`src/rtl/alu_req_scheduler.sv`:
```
// Round-robin scheduler that shares one external combinational 32-bit ALU among NUM_REQ requesters.
// Optional divide-by-zero trap is enabled by defining ALU_SCHED_DIV0_TRAP_EN.
module alu_req_scheduler #(
   parameter int NUM_REQ = 4,
   parameter int ID_W    = 2
) (
   input  logic                  clk,
   input  logic                  rst_n,
   input  logic [NUM_REQ-1:0]    req_valid,
   output logic [NUM_REQ-1:0]    req_ready,
   input  logic [32*NUM_REQ-1:0] req_a,
   input  logic [32*NUM_REQ-1:0] req_b,
   input  logic [4*NUM_REQ-1:0]  req_sel,
   output logic                  rsp_valid,
   input  logic                  rsp_ready,
   output logic [ID_W-1:0]       rsp_id,
   output logic [31:0]           rsp_result,
   output logic [3:0]            rsp_flags,
   output logic                  rsp_err,
   output logic [31:0]           alu_a,
   output logic [31:0]           alu_b,
   output logic [3:0]            alu_sel,
   input  logic [31:0]           alu_out,
   input  logic                  alu_z,
   input  logic                  alu_c,
   input  logic                  alu_v,
   input  logic                  alu_s,
   output logic                  busy,
   output logic [1:0]            dbg_state_o
);

   localparam int PTR_W = (NUM_REQ > 1) ? $clog2(NUM_REQ) : 1;

   typedef enum logic [1:0] {
      ST_IDLE = 2'd0,
      ST_EXEC = 2'd1,
      ST_RESP = 2'd2
   } state_t;

   state_t             state_q;
   logic [PTR_W-1:0]   rr_ptr_q;
   logic [PTR_W-1:0]   rr_ptr_d;
   logic [31:0]        alu_a_q;
   logic [31:0]        alu_b_q;
   logic [3:0]         alu_sel_q;
   logic               rsp_valid_q;
   logic [ID_W-1:0]    rsp_id_q;
   logic [31:0]        rsp_result_q;
   logic [3:0]         rsp_flags_q;

   logic [PTR_W-1:0]   scan_idx;
   logic [PTR_W-1:0]   win_idx;
   logic               win_found;
   logic [NUM_REQ-1:0] grant_onehot;
   logic [31:0]        win_a;
   logic [31:0]        win_b;
   logic [3:0]         win_sel;
   logic               accept;

   // Handshakes: a transfer happens on a rising edge where valid and ready are both 1.
   // req_ready is offered only in IDLE to the round-robin winner; rsp_valid holds until rsp_ready.
   always_comb begin
      scan_idx  = '0;
      win_idx   = '0;
      win_found = 1'b0;
      for (int k = 0; k < NUM_REQ; k++) begin
         scan_idx = PTR_W'((int'(rr_ptr_q) + k) % NUM_REQ);
         if (!win_found && req_valid[scan_idx]) begin
            win_found = 1'b1;
            win_idx   = scan_idx;
         end
      end
   end

   always_comb begin
      grant_onehot = '0;
      if (rst_n && (state_q == ST_IDLE) && win_found) begin
         grant_onehot[win_idx] = 1'b1;
      end
   end

   assign req_ready = grant_onehot;
   assign accept    = |grant_onehot;
   assign win_a     = req_a[int'(win_idx)*32 +: 32];
   assign win_b     = req_b[int'(win_idx)*32 +: 32];
   assign win_sel   = req_sel[int'(win_idx)*4 +: 4];
   assign rr_ptr_d  = (win_idx == PTR_W'(NUM_REQ - 1)) ? '0 : win_idx + PTR_W'(1);

`ifdef ALU_SCHED_DIV0_TRAP_EN
   logic rsp_err_q;
   logic div0_trap;
   assign div0_trap = (win_sel == 4'd7) && (win_b == 32'd0);
   assign rsp_err   = rsp_err_q;
`else
   assign rsp_err   = 1'b0;
`endif

   always_ff @(posedge clk or negedge rst_n) begin
      if (!rst_n) begin
         state_q      <= ST_IDLE;
         rr_ptr_q     <= '0;
         alu_a_q      <= '0;
         alu_b_q      <= '0;
         alu_sel_q    <= '0;
         rsp_valid_q  <= 1'b0;
         rsp_id_q     <= '0;
         rsp_result_q <= '0;
         rsp_flags_q  <= '0;
`ifdef ALU_SCHED_DIV0_TRAP_EN
         rsp_err_q    <= 1'b0;
`endif
      end else begin
         case (state_q)
            ST_IDLE: begin
               if (accept) begin
                  alu_a_q   <= win_a;
                  alu_b_q   <= win_b;
                  alu_sel_q <= win_sel;
                  rsp_id_q  <= ID_W'(win_idx);
                  rr_ptr_q  <= rr_ptr_d;
`ifdef ALU_SCHED_DIV0_TRAP_EN
                  if (div0_trap) begin
                     // Trap answers without waiting for the ALU.
                     rsp_result_q <= 32'hFFFF_FFFF;
                     rsp_flags_q  <= 4'b0000;
                     rsp_err_q    <= 1'b1;
                     rsp_valid_q  <= 1'b1;
                     state_q      <= ST_RESP;
                  end else begin
                     state_q <= ST_EXEC;
                  end
`else
                  state_q <= ST_EXEC;
`endif
               end
            end
            ST_EXEC: begin
               rsp_result_q <= alu_out;
               rsp_flags_q  <= {alu_z, alu_c, alu_v, alu_s};
`ifdef ALU_SCHED_DIV0_TRAP_EN
               rsp_err_q    <= 1'b0;
`endif
               rsp_valid_q  <= 1'b1;
               state_q      <= ST_RESP;
            end
            ST_RESP: begin
               if (rsp_ready) begin
                  rsp_valid_q <= 1'b0;
                  state_q     <= ST_IDLE;
               end
            end
            default: state_q <= ST_IDLE;
         endcase
      end
   end

   assign alu_a       = alu_a_q;
   assign alu_b       = alu_b_q;
   assign alu_sel     = alu_sel_q;
   assign rsp_valid   = rsp_valid_q;
   assign rsp_id      = rsp_id_q;
   assign rsp_result  = rsp_result_q;
   assign rsp_flags   = rsp_flags_q;
   assign busy        = (state_q != ST_IDLE);
   assign dbg_state_o = state_q;

endmodule

```
`config.mk`:
```
export PLATFORM = sky130hd
export DESIGN_NAME = alu_req_scheduler
export DESIGN_NICKNAME = d
export VERILOG_FILES = /design/src/rtl/alu_req_scheduler.sv
export SDC_FILE = /design/constraint.sdc
export NUM_CORES = 1
export LEC_CHECK = 0
export CAP_MARGIN = 10
export CORE_AREA = 2 2 168 170
export CTS_CLUSTER_DIAMETER = 50
export CTS_CLUSTER_SIZE = 14
export DETAILED_ROUTE_END_ITERATION = 10
export DIE_AREA = 0 0 170 172
export REMOVE_ABC_BUFFERS = 1
export SLEW_MARGIN = 20
export SYNTH_ARGS = -nofsm -noshare
export SYNTH_HDL_FRONTEND = slang
export SYNTH_SLANG_ARGS = --single-unit
```
`constraint.sdc`:
```
create_clock -name clk -period 3.2 [get_ports clk]
set_input_delay 0.64 -clock clk [delete_from_list [all_inputs] [get_ports clk]]
set_output_delay 0.64 -clock clk [all_outputs]
set_load 0.005 [all_outputs]
```
==> results of run 1 <==
Yosys cell counts (all sizes together) (2+ instances only):
cell	number	share of area
dfrtp	111	0.46
nor2	75	0.048
a221oi	68	0.099
a21oi	40	0.033
nand3	38	0.032
o21ai	38	0.032
a21o	37	0.046
mux2	36	0.068
mux2i	33	0.055
o22ai	32	0.033
buf	31	0.027
clkbuf	27	0.018
nand2	7	0.0044
inv	6	0.0042
or2	4	0.0042
and2	2	0.0021
and3	2	0.0021
ha	2	0.0042
nor2b	2	0.0021
placed cells by master (no fill, tap or decap), types with 2 or more instances in the layout:
master | netlist | final
a21o_1 | 37 | 37
a21oi_1 | 40 | 40
a221oi_1 | 68 | 68
and2_1 | 2 | 2
and3_1 | 2 | 2
buf_12 | 0 | 8
buf_4 | 2 | 35
clkbuf_16 | 0 | 9
clkdlybuf4s50_1 | 0 | 422
dfrtp_1 | 111 | 111
dlygate4sd2_1 | 0 | 2
dlymetal6s2s_1 | 0 | 3
ha_1 | 2 | 2
inv_1 | 4 | 4
inv_6 | 0 | 3
mux2_2 | 36 | 36
mux2i_1 | 33 | 33
nand2_1 | 7 | 7
nand3_1 | 38 | 37
nor2_1 | 74 | 73
nor2_4 | 1 | 2
o21ai_0 | 38 | 38
o22ai_1 | 32 | 32
or2_2 | 2 | 2
final timing paths:
check                        startpoint             end  slack, ns  depth (start not counted)
min                               rst_n  rsp_result[28]       0.46                          2
max in group asynchronous         rst_n      alu_sel[2]       2.27                          2
min reg2reg                   rsp_id[0]       rsp_id[0]       0.51                          2
max reg2reg                 rr_ptr_q[0]        alu_a[6]       0.57                         12
max                        req_valid[3]    req_ready[1]       0.17                          5
min in group clk              rsp_id[0]       rsp_id[0]       0.51                          2
flip-flops by register name, indices dropped and copies added, names as in the netlist:
name         cells
alu_a           32
alu_b           32
alu_sel          4
dbg_state_o      2
rr_ptr_q         2
rsp_flags        4
rsp_id           2
rsp_result      32
rsp_valid        1
layout make-up:
cell class / count / area (µm²) / area share
Timing Repair Buffer: 470 / 4700 / 0.419
Clock inverter: 6 / 75.1 / 0.00669
Multi-Input combinational cell: 427 / 2980 / 0.266
Clock buffer: 9 / 225 / 0.0201
Sequential cell: 111 / 2780 / 0.248
Inverter: 6 / 25.0 / 0.00223
Tap cell: 346 / 433 / 0.0386
through the flow:
stage	hold slack, ns	worst slack, ns	std cells	setup TNS [ns]
2_1_floorplan	0.344	-1.81	544	-126.82
5_1_grt	0.496	0.103	1375	0
3_3_place_gp	0.463	-0.0618	1360	-1.88
4_1_cts	0.484	0.0115	1375	0
6_report	0.460	0.174	1375	0
3_5_place_dp	0.488	-0.147	1360	-7.10
worst reg2reg max path, cell delays in order, from the launching register on:
cell	delay [ns]
dfrtp_1	0.45
nand2b_1	0.19
a21oi_1	0.24
or2_4	0.18
inv_1	0.06
ha_1	0.18
or2_2	0.33
o31ai_4	0.25
buf_12	0.16
inv_2	0.06
buf_12	0.17
nor2_1	0.15
o22ai_1	0.10
timing repair:
item                       in CTS  in global routing
hold buffers                    0                  0
hold endpoints to repair        0                  0
setup endpoints to repair       2                  2
pin swaps                       1                  2
cloned                          0                  0
gates resized for setup         4                  4
kinds of logic (layout without fill, tap and decap cells):
kind of cell	after synthesis	after routing
multiplexers	69	69
AO/OA/AOI/OAI	223	223
flip-flops	111	111
other	1	1
buffers and inverters	64	491
adder cells (fa/ha/maj)	2	2
AND/OR/NAND/NOR	132	132
power groups by stage:
stage          sequential [mW]  clock [mW]  combinational [mW]
3_5_place_dp              2.59           0                5.06
3_3_place_gp              2.57           0                5.02
6_report                  2.56        1.23                4.99
2_1_floorplan             2.59           0                1.98
4_1_cts                   2.57        1.27                5.07
5_1_grt                   2.66        1.31                5.44
layer usage:
layer | part of all wire | GRT usage
met1 | 0.38 | 0.211
met2 | 0.51 | 0.344
met3 | 0.092 | 0.0639
met4 | 0.020 | 0.0520
met5 | 0.0010 | 0
==> flow_summary.ini, run 1 <==
[power]
sequentialPowerShare = 0.292
p_sw_mw = 3.21
ir_drop_uv = 329
p_total_mw = 8.78
power.leakage_nw = 4.49
comb_power_share = 0.568
clkPwrFrac = 0.140
swShare = 0.366
power.density_nw_per_um2 = 782
p_int_mw = 5.56

[synthesis]
synth-xor-area-share = 0
postSynthCellCount = 602
synth_compound_area_frac = 0.262
ys_warn_count = 0
netlist_area_um2 = 5990
ys_types = 36
synthMuxAreaShare = 0.123
ys_seq_area_frac = 0.464
synth_simple_gate_area_share = 0.0974
ys_ff_latch = 111
synth_edf_count = 0
synthAdderAreaFrac = 0.00418
synthFlopType = dfrtp_1
synth_top_family_by_area = compound AO/OA/AOI/OAI gates
syn_area_per_cell_um2 = 9.95
ys_async_sr_fraction = 1.00

[worst_setup_path]
slowest_delay_ns = 0.45
arrival_ns = 2.39
cp_num_buf_inv = 2
crit_path_end_kind = output port
crit_type = input pin to output port
critical_path.cell_chain = clkdlybuf4s50_1, or2_1, o311a_1, and3_1, clkdlybuf4s50_1
worstPathRequired_ns = 2.56
cp_max_fo = 5
cpMaxStageDelayCell = clkdlybuf4s50_1
startpoint_type = input pin
path_common_cell = clkdlybuf4s50_1
crit_family = buffers and inverters

[floorplan]
io_pins = 430
die_h_um = 172
die_x_um = 170
core_um2 = 27500
rows = 61
start_util = 0.218
die_area_um2 = 29200

[sta]
max_freq_mhz = 331
final.period_utilization = 0.946
relSlewSlack = 0.570
hold_violations = 0
skew_ns = 0.0131
finalCriticalPeriod_ns = 3.03
finalSetupViolations = 0
rsz0062_at_grt = false
tightestPinTransition_ns = 0.644
final_max_slew_viol_count = 0

[layout]
drive_above_1_share = 0.107
stdcell_area_um2 = 11200
utilization = 0.408
layout.nets = 1342
syn_to_final_growth_pct = 87.4
antenna_cells = 0
fillerInstances = 2726

[placement]
io_buffer_count = 428
placed_area_um2 = 10900
gp_routability_congestion = 0.759
dp_hpwl_um = 21600

[grt]
grt_pass1_wl_um = 41200
track_usage = 0.189
antenna_found_initial = 2
first_global_vias = 6772
grt_start_max_net_pins = 112
grt_overflow_total = 0

[detailed_routing]
firstDrtPassIters = 4
vias = 6647
wl_per_cell_um = 21.0
drc_errors = 0
drt-initial-drc-count = 388
wl_um = 28900
vias_per_cell = 4.83
antenna_left = 0

[run_status]
outcome = complete, no violations

[clocking]
postCtsSetupBuffers = 0
root_buffer = clkbuf_16
cts_tree = done
cts-buffers-inserted = 9
clock_sinks = 111
worstSkewPairLatency_ns = 0.36
cts.htree.levels = 3
cts.path.max_buffers = 2
clkTransAtPathRegs_ns = 0.09

[hold_path]
hp-class = input pin to asynchronous set/reset pin

[flow_run]
drv_cap = 0
Note: power is estimated with default switching activity, not from simulation.
==> run 2, diff against run 1 <==
Settings changed: PLACE_DENSITY from default to 0.54.
==> run 2 against run 1 <==
Non-clock buffer count down 3. Clock skew about the same. Global-route usage down 0.31 points. Final area down 0.17%. Combinational power up 0.8%. Critical path depth up 2. Worst hold slack worse by 0.010 ns. Routed wire length down 0.15%. First-iteration DRC count down 43%. Worst setup slack worse by 0.070 ns. Critical path type unchanged. Largest power group unchanged.
==> flow_summary.ini, run 2 (synthesized netlist as in run 1, its figures left out) <==
[detailed_routing]
wl_um = 28800
antenna_left = 0
vias = 6657
drt-initial-drc-count = 221
drc_errors = 0
wl_per_cell_um = 21.0
firstDrtPassIters = 6
vias_per_cell = 4.85

[power]
clkPwrFrac = 0.131
p_int_mw = 5.51
swShare = 0.370
power.leakage_nw = 4.46
ir_drop_uv = 325
p_sw_mw = 3.23
sequentialPowerShare = 0.294
p_total_mw = 8.74
power.density_nw_per_um2 = 780
comb_power_share = 0.575

[sta]
final.period_utilization = 0.967
final_max_slew_viol_count = 0
finalCriticalPeriod_ns = 3.10
finalSetupViolations = 0
relSlewSlack = 0.412
hold_violations = 0
tightestPinTransition_ns = 0.882
max_freq_mhz = 323
skew_ns = 0.0133
rsz0062_at_grt = false

[layout]
fillerInstances = 2793
drive_above_1_share = 0.105
antenna_cells = 0
layout.nets = 1339
utilization = 0.408
syn_to_final_growth_pct = 87.1
final_cells = 1373
final_cell_mix = clkdlybuf4s50_1 (423), dfrtp_1 (111), nor2_1 (73), a221oi_1 (68), a21oi_1 (40)
final_common_cell = clkdlybuf4s50_1

[flow_run]
drv_cap = 0

[grt]
grt_overflow_total = 0
first_global_vias = 6685
antenna_found_initial = 1
grt_start_max_net_pins = 65
track_usage = 0.186
grt_pass1_wl_um = 40800

[floorplan]
start_util = 0.218
die_x_um = 170
die_h_um = 172
core_um2 = 27500
rows = 61
die_area_um2 = 29200
io_pins = 430

[hold_path]
hp-class = input pin to asynchronous set/reset pin

[worst_setup_path]
arrival_ns = 2.46
worstPathRequired_ns = 2.56
startpoint_type = input pin
crit_path_end_kind = output port
crit_type = input pin to output port
cp_max_fo = 3

[clocking]
cts.path.max_buffers = 2
clkTransAtPathRegs_ns = 0.09
worstSkewPairLatency_ns = 0.36
cts-buffers-inserted = 9
clock_sinks = 111
root_buffer = clkbuf_16
cts.htree.levels = 3
cts_tree = done
cts-hold-fix-buffers = 0

[placement]
gp_routability_congestion = 0.763
dpl.cell_count = 1357
dp_hpwl_um = 21400
io_buffer_count = 428

[run_status]
outcome = complete, no violations
-- run 2: per-stage QoR --
stage               instance area (µm²)  hold WS [ns]  TNS [ns]  worst slack, ns
global placement                  10900         0.460     -2.37          -0.0761
detailed placement                10900         0.467    -10.49           -0.192
floorplan                          5720         0.344   -126.82            -1.81
global route                      11200         0.500         0           0.0153
CTS                               11200         0.468         0           0.0603
finish                            11200         0.450         0            0.104
-- run 2: path summary, 6_finish.rpt --
| path | from | endpoint | slack, ns | depth (start not counted) |
|---|---|---|---|---|
| setup / recovery | req_valid[2] | req_ready[1] | 0.10 | 7 |
| setup reg to reg | rr_ptr_q[1] | alu_b[12] | 0.56 | 11 |
| hold reg to reg | rsp_id[1] | rsp_id[1] | 0.48 | 2 |
| max in group asynchronous | rst_n | alu_b[19] | 2.08 | 2 |
| hold / removal | rst_n | alu_b[8] | 0.45 | 2 |
| min in group clk | rsp_id[1] | rsp_id[1] | 0.48 | 2 |
-- run 2: layer usage --
metal	share of wire	routed length (µm)	global-route usage
met4	0.012	335	0.0320
met2	0.50	14400	0.340
met1	0.40	11500	0.214
met3	0.089	2570	0.0627
met5	0.00042	12	0
-- run 2: repair_timing --
item | CTS | global route
endpoints found under the setup margin | 4 | 2
setup buffers | 0 | 0
pin swaps | 0 | 1
resized for setup | 7 | 0
-- run 2: critical path, cell delays in order --
cell and delay [ns]:
clkdlybuf4s50_1 0.44, nor2b_2 0.17, a311oi_2 0.23, or2_2 0.19, buf_4 0.11, and3_1 0.17
clkdlybuf4s50_1 0.51
-- run 2: cell type report --
class	count	area [µm²]	area share
clock inverter	6	62.6	0.00558
multi-input combinational	427	2980	0.266
clock buffer	10	229	0.0204
timing repair buffer	467	4690	0.419
tap	346	433	0.0386
inverter	6	25.0	0.00223
sequential	111	2780	0.248
-- run 2: power groups by stage --
stage / clock (mW) / sequential (mW) / combinational (mW)
after CTS: 1.22 / 2.58 / 5.11
after global placement: 0 / 2.58 / 5.08
after detailed placement: 0 / 2.60 / 5.11
after floorplan: 0 / 2.59 / 1.98
after global routing: 1.27 / 2.66 / 5.44
final: 1.15 / 2.57 / 5.03
